## src/rtl/match_controller.sv

```systemverilog
// match_controller
//
// Round/match sequencer between the board's enter button and the Bulls & Cows
// game core. Debounces the button, forwards presses to the game only while a
// round is live, pulses the game reset at the start of every round, keeps
// per-player round wins, alternates the code setter and declares the player
// who first reaches WIN_TARGET round wins.
//
// Parameters:
//   DEBOUNCE_CYCLES  stable cycles before a new button level is accepted (>=1)
//   HOLD_CYCLES      length of the round-result pause in cycles (>=1)
//   WIN_TARGET       round wins needed to take the match (1..15)
//
// Ports:
//   clock         in   single rising-edge clock
//   reset         in   synchronous active-high reset
//   enter_button  in   raw asynchronous push button
//   p1_win        in   one-cycle pulse: player 1 guessed the code
//   p2_win        in   one-cycle pulse: player 2 guessed the code
//   game_enter    out  one-cycle enter pulse to the game core (PLAYING only)
//   game_reset    out  game core reset (during reset and in ROUND_START)
//   setter        out  0 = player 1 sets the secret, 1 = player 2
//   p1_score      out  player 1 round wins this match
//   p2_score      out  player 2 round wins this match
//   round_num     out  rounds completed this match (wraps modulo 32)
//   match_over    out  high while the match result is shown
//   match_winner  out  01 player 1, 10 player 2, 00 none

module match_controller #(
    parameter int DEBOUNCE_CYCLES = 1_000_000,
    parameter int HOLD_CYCLES     = 200_000_000,
    parameter int WIN_TARGET      = 3
) (
    input  logic       clock,
    input  logic       reset,
    input  logic       enter_button,
    input  logic       p1_win,
    input  logic       p2_win,
    output logic       game_enter,
    output logic       game_reset,
    output logic       setter,
    output logic [3:0] p1_score,
    output logic [3:0] p2_score,
    output logic [4:0] round_num,
    output logic       match_over,
    output logic [1:0] match_winner
);

    localparam int              DB_W       = $clog2(DEBOUNCE_CYCLES + 1);
    localparam logic [DB_W-1:0] DB_LIMIT   = DB_W'(DEBOUNCE_CYCLES);
    localparam int              HOLD_W     = $clog2(HOLD_CYCLES + 1);
    localparam logic [HOLD_W-1:0] HOLD_LAST = HOLD_W'(HOLD_CYCLES - 1);
    localparam logic [3:0]      TARGET     = 4'(WIN_TARGET);

    typedef enum logic [2:0] {
        IDLE,
        ROUND_START,
        PLAYING,
        ROUND_END,
        MATCH_OVER
    } state_t;

    state_t state;
    state_t next_state;

    logic              sync_ff1;
    logic              sync_ff2;
    logic              db_level;
    logic [DB_W-1:0]   db_count;
    logic              enter_pulse;
    logic [HOLD_W-1:0] hold_count;
    logic              hold_done;
    logic              target_hit;

    // Button path: two-flop synchronizer, then a counter that runs only while
    // the synchronized level disagrees with the accepted level. Any glitch back
    // to the accepted level restarts it. The press pulse is produced on the
    // same edge the accepted level rises, so one held press gives one pulse.
    always_ff @(posedge clock) begin
        if (reset) begin
            sync_ff1    <= 1'b0;
            sync_ff2    <= 1'b0;
            db_level    <= 1'b0;
            db_count    <= '0;
            enter_pulse <= 1'b0;
        end else begin
            sync_ff1    <= enter_button;
            sync_ff2    <= sync_ff1;
            enter_pulse <= 1'b0;
            if (sync_ff2 == db_level) begin
                db_count <= '0;
            end else if (db_count == DB_LIMIT) begin
                db_level    <= sync_ff2;
                db_count    <= '0;
                enter_pulse <= sync_ff2;
            end else begin
                db_count <= db_count + DB_W'(1);
            end
        end
    end

    // The result pause is counted from zero on entry to ROUND_END, so the
    // state is held for exactly HOLD_CYCLES cycles.
    assign hold_done  = (state == ROUND_END) && (hold_count == HOLD_LAST);
    assign target_hit = (p1_score == TARGET) || (p2_score == TARGET);

    // State register plus the result-pause counter.
    always_ff @(posedge clock) begin
        if (reset) begin
            state      <= IDLE;
            hold_count <= '0;
        end else begin
            state <= next_state;
            if ((state == ROUND_END) && !hold_done) begin
                hold_count <= hold_count + HOLD_W'(1);
            end else begin
                hold_count <= '0;
            end
        end
    end

    // Next-state logic and the two combinational outputs. game_reset follows
    // the reset input directly so the core is held in reset with us.
    always_comb begin
        next_state = state;
        game_enter = 1'b0;
        game_reset = reset;
        case (state)
            IDLE: begin
                if (enter_pulse) begin
                    next_state = ROUND_START;
                end
            end
            ROUND_START: begin
                game_reset = 1'b1;
                next_state = PLAYING;
            end
            PLAYING: begin
                game_enter = enter_pulse && !reset;
                if (p1_win || p2_win) begin
                    next_state = ROUND_END;
                end
            end
            ROUND_END: begin
                if (hold_done) begin
                    next_state = target_hit ? MATCH_OVER : ROUND_START;
                end
            end
            MATCH_OVER: begin
                if (enter_pulse) begin
                    next_state = ROUND_START;
                end
            end
            default: begin
                next_state = IDLE;
            end
        endcase
    end

    // Score keeping. A simultaneous win by both players is a draw: the round
    // still counts but nobody scores. The score guards only matter if the
    // core misbehaves; a match always ends as soon as one score hits target.
    always_ff @(posedge clock) begin
        if (reset) begin
            p1_score  <= '0;
            p2_score  <= '0;
            round_num <= '0;
            setter    <= 1'b0;
        end else begin
            case (state)
                PLAYING: begin
                    if (p1_win && !p2_win && (p1_score != TARGET)) begin
                        p1_score <= p1_score + 4'd1;
                    end
                    if (p2_win && !p1_win && (p2_score != TARGET)) begin
                        p2_score <= p2_score + 4'd1;
                    end
                    if (p1_win || p2_win) begin
                        round_num <= round_num + 5'd1;
                    end
                end
                ROUND_END: begin
                    if (hold_done && !target_hit) begin
                        setter <= ~setter;
                    end
                end
                MATCH_OVER: begin
                    if (enter_pulse) begin
                        p1_score  <= '0;
                        p2_score  <= '0;
                        round_num <= '0;
                        setter    <= 1'b0;
                    end
                end
                default: begin
                end
            endcase
        end
    end

    // Match result flags are registered from next_state so they track the
    // MATCH_OVER state exactly; scores are already final when it is entered.
    always_ff @(posedge clock) begin
        if (reset) begin
            match_over   <= 1'b0;
            match_winner <= 2'b00;
        end else begin
            match_over <= (next_state == MATCH_OVER);
            if (next_state == MATCH_OVER) begin
                match_winner <= (p1_score == TARGET) ? 2'b01 : 2'b10;
            end else begin
                match_winner <= 2'b00;
            end
        end
    end

endmodule

```

## config.mk

```make
export PLATFORM = sky130hd
export DESIGN_NAME = match_controller
export DESIGN_NICKNAME = d
export VERILOG_FILES = /design/src/rtl/match_controller.sv
export SDC_FILE = /design/constraint.sdc
export NUM_CORES = 1
export LEC_CHECK = 0
export ABC_CLOCK_PERIOD_IN_PS = 5710
export CELL_PAD_IN_SITES_DETAIL_PLACEMENT = 0
export CELL_PAD_IN_SITES_GLOBAL_PLACEMENT = 1
export CORE_MARGIN = 2
export CORE_UTILIZATION = 48
export CTS_BUF_LIST = sky130_fd_sc_hd__clkbuf_16
export DETAILED_ROUTE_END_ITERATION = 10
export PLACE_DENSITY_LB_ADDON = 0.1
export SETUP_SLACK_MARGIN = 0.2
export SKIP_LAST_GASP = 1
export SLEW_MARGIN = 25
export SYNTH_ARGS = -nofsm -noshare
export SYNTH_HDL_FRONTEND = slang
export SYNTH_SLANG_ARGS = --single-unit
```

## constraint.sdc

```tcl
create_clock -name clock -period 5.71 [get_ports clock]
set_clock_uncertainty 0.2 [all_clocks]
set_input_delay 1.142 -clock clock [delete_from_list [all_inputs] [get_ports clock]]
set_output_delay 1.142 -clock clock [all_outputs]
set_load 0.01 [all_outputs]
```

* After elaboration in Yosys (flattened, before gate mapping)
Cells that the tools add are included.
Word-level totals: bits in latches 0, input port bits 5, memory bits (read-only) 0, memories kept 0, flip-flop bits (word level) 72, logic and storage cells 87, bits in writable memories 0
Operators by class: multiply operators 0, reduce and logical (&&, ||, !) cells 28, $add $sub $neg 5, equality and inequality tests 17, div/mod/pow operators 0, multiplexer cells 19, shift-type cells 0, bitwise gates (word level) 5, order comparisons 0
Operator list (count):
- adder 28 x 1 -> 28 bit, second input constant | 1
- == test 28 bit, second input constant | 1
- adder 20 x 1 -> 20 bit, second input constant | 1
- == test 20 bit, second input constant | 1
- case mux 4 bit (2 select lines) | 2
- 2-to-1 mux 3 bit | 4
- 2-to-1 mux 4 bit | 3
- case mux 3 bit (4 select lines) | 1
- AND reduction 3 bit | 4
- 2-to-1 mux 5 bit | 2
- case mux 5 bit (2 select lines) | 1
- adder 4 x 1 -> 4 bit, second input constant | 2
- == test 4 x 2 -> 1 bit, second input constant | 2
- logical AND 1 bit | 8
- != test 2 bit, second input constant | 4
- != test 4 x 2 -> 1 bit, second input constant | 2
- == test 3 x 2 -> 1 bit, second input constant | 2
- == test 3 bit, second input constant | 2
- OR reduction 2 bit | 3
- OR reduction 3 bit | 2
- adder 5 x 1 -> 5 bit, second input constant | 1
- zero test 1 bit | 5
- NOT 1 bit | 5
- 2-to-1 mux 1 bit | 4
- other kinds (9) | 11

* Logic depth before layout (Yosys ltp)
word-level depth 8, mapped depth 7

* Worst setup path after synthesis
No wires, ideal clock.
path type input-to-output, from input reset, to output game_enter, cell stages on the path 4, path slack 2.473 ns, buffers on the path 2, data required time 4.368 ns, arrival 1.895 ns, cells stage by stage clkbuf_1 -> clkbuf_1 -> nor2_1 -> and3_1
On the way: cells in the longest elaborated chain, start to end 3
Ends and longest elaborated chain:
- start, declared | line 35 | input logic reset,
- zero test 1 bit | line 139 | game_enter = enter_pulse && !reset;
- logical AND 1 bit | line 139
- 2-to-1 mux 1 bit | line 128 | case (state)
- end, declared | line 39 | output logic game_enter,
No other way between the ends.

* Worst setup path in the final report
Same ends and word-level chain as after synthesis.

==> results.cfg <==
[status]
status = finished clean

[pwr]
vdd.ir_drop.worst_uv = 169
totalPowerFinal_uw = 1140
total_leakage_power_uw = 0.00128
power-per-cell-area_mw_per_mm2 = 281

[yosys]
synth.lib_cells_used.distinct = 47
synth_enable_flop_cells = 0
synthMuxAreaShare = 0.0117
compound_gate_portion_of_the_synthesized_area = 0.132
synthDominantCellAreaShare = 0.420
ys_ff_latch = 72
synth_top_family_by_area = simple AND/OR/NAND/NOR gates
synth_top_cells_by_area = dfxtp_1 42%, a21oi_1 5.1%, nor2_1 3.8%, o31ai_1 3.7%, or4_1 3.7%
postSynthAreaPerCell_um2 = 8.69
synth.net_count = 406
yosys.area_share.simple = 0.317
post_synth_fa_ha_maj_area_fraction = 0.0219
ys_seq_area_frac = 0.420
synth_top_area_cell = dfxtp_1
yosys.area_share.xor_xnor = 0.0612
yosys_most_used_dff = dfxtp_1
syn_inst = 395
syn_area_mm2 = 0.00343
async_reset_ff_frac = 0
synth_warn = 0

[critical_path]
crit_type = in -> out
timing.critical_path.from_type = input port
worst-path-max-fanout = 18
data_arrival_time_of_the_critical_path_ns = 2.82
ff2ff_setup_slack_ns = 3.14
cp-startpoint = reset
worstSetupEndpointType = primary output
worstReg2RegStart = state[0]
cpMostUsedCell = clkdlybuf4s50_1
max_stage_delay_cell_worst_path = clkdlybuf4s50_1
cp_slowest_stage_delay_ns = 0.93
critical_path.cell_chain = clkdlybuf4s50_1 -> nor2_1 -> and3_1 -> clkdlybuf4s50_1
cp.required_ns = 4.37

[timing]
layout_min_cycle_time_ns = 4.16
max_slew_margin = 0.381
fin_crit_sh = 0.729
final-max-slew-violation-count = 0
rsz0062_at_grt = false
timing_worst_slew_pin_value_ns = 0.928
setup_viol = 0
timing_hold_violations_final = 0
whs_ns = 0.248
fin_ws_ns = 1.55
setup_tns_ns = 0
timing.fmax_mhz = 240

[clocking]
cts_tree = yes
cts.hold.buffers_added = 0
cts_max_level = 3
clk_sink_count = 72
clk_path_buf_depth = 2
ctsResizeCount = 0
clock-root-buffer = clkbuf_16
clk_pin_slew_worst_paths_ns = 0.06
clk_latency_ns = 0.33
tritoncts_buffer_count = 9
cts_setup_buffers = 0

[global_route]
grt_usage = 0.194
grt_pass1_vias = 2563
antenna_found_initial = 0
wire_length_of_the_first_global_routing_pass_um = 11900
grt_overflow_total = 0
maximum_number_of_pins_on_one_net_before_global_route_repair = 34

[min_path]
hold_start = sync_ff1
timing.hold.worst.class = reg -> reg

[route]
avgRoutedWirePerCell_um = 13.6
detail_route.iter0.violations = 86
detail_route.wirelength_um = 7010
post_drt_via_cell_ratio = 5.73
drt_pre_antenna_iters = 6
dr_total_vias = 2957
drt_drc_violations_left = 0
drtAntennaViolNets = 0

[cells_and_area]
syn2layout_area_growth_pct = 18.5
layout.filler_cells = 624
final_nets = 426
insertedDiodeCount = 0
layout.core_utilization = 0.592
ratio_of_cells_with_drive_above_1_in_the_final_layout = 0.0810

[die]
die_x_um = 88.6
ios = 24
chipHeight_um = 88.6
initial_utilization = 0.500
design.core.area_mm2 = 0.00687
std_cell_rows = 30
die_area_mm2 = 0.00785

[placement]
place.port_buffers = 23
gp_congestion = 0.760
place_worst_setup_slack_ns = 1.59
dpl_wire_length_um = 4700

[run]
cap_violations = 0
## per-stage QoR
step,cells,instance area [µm²]
detailed placement,500,3720
global route,516,4070
global placement,500,3720
floorplan,395,3430
CTS,516,4050
finish,516,4070
## layout make-up
class	instances	area (µm²)	share of cell area
well taps	96	120	0.0295
flip-flops and latches	72	1440	0.354
repair buffers	24	238	0.0584
inverters	14	52.6	0.0129
clock buffers	9	225	0.0554
clock inverters	7	110	0.0271
multi-input cells	294	1880	0.462
## Yosys cell counts, types with 6 or more instances
master	instances
dfxtp_1	72
a21oi_1	35
nor2_1	35
nand2_1	24
nand3_1	19
o31ai_1	17
or4_1	17
inv_1	14
nand4_1	14
xnor2_1	13
o21ai_0	12
xor2_1	11
and4_1	10
or3_1	10
and3_1	9
clkbuf_1	9
ha_1	6
nor3_1	6
nor4_1	6
or2_2	6
## worst paths after layout
check / end / cells after the start
hold / removal: sync_ff2 / 1
setup reg to reg: hold_count[16] / 3
hold reg to reg: sync_ff2 / 1
setup / recovery: game_enter / 4
## power by group
group          switching (µW)  internal (µW)
clock                     205            422
sequential              0.544            503
combinational            7.21           6.06
total                     212            932
## worst max-delay path: cells and delay by family
family / cells / cell delay [ns]
buffers and inverters: 2 / 1.40
AND/OR/NAND/NOR: 2 / 0.28
## cell usage in the layout (no fill, tap or decap), drive strengths merged, types with 16 or more instances in the layout
| cell | instances |
|---|---|
| nor2 | 35 |
| or4 | 17 |
| clkdlybuf4s50 | 23 |
| nand2 | 24 |
| a21oi | 35 |
| nand3 | 20 |
| dfxtp | 72 |
| o31ai | 17 |
| nand4 | 16 |
## state kept, by name, summed over array words and instances, names as in the netlist
register      count
hold_count       28
db_count         20
round_num         5
p1_score          4
p2_score          4
state             3
match_winner      2
db_level          1
enter_pulse       1
match_over        1
setter            1
sync_ff1          1
sync_ff2          1
## kinds of logic (layout without fill, tap and decap cells)
group / count (synthesis) / after routing
flops: 72 / 72
buf+inv: 29 / 54
mux: 4 / 4
xor+xnor: 24 / 24
fa+ha+maj: 6 / 6
simple gates: 184 / 184
compound gates: 76 / 76
## layer usage
layer	wire length, µm	global-route usage
met2	3090	0.289
met5	0	0
met4	110	0.0785
met1	3570	0.276
met3	232	0.0373
Power figures use the tool's default switching activity.
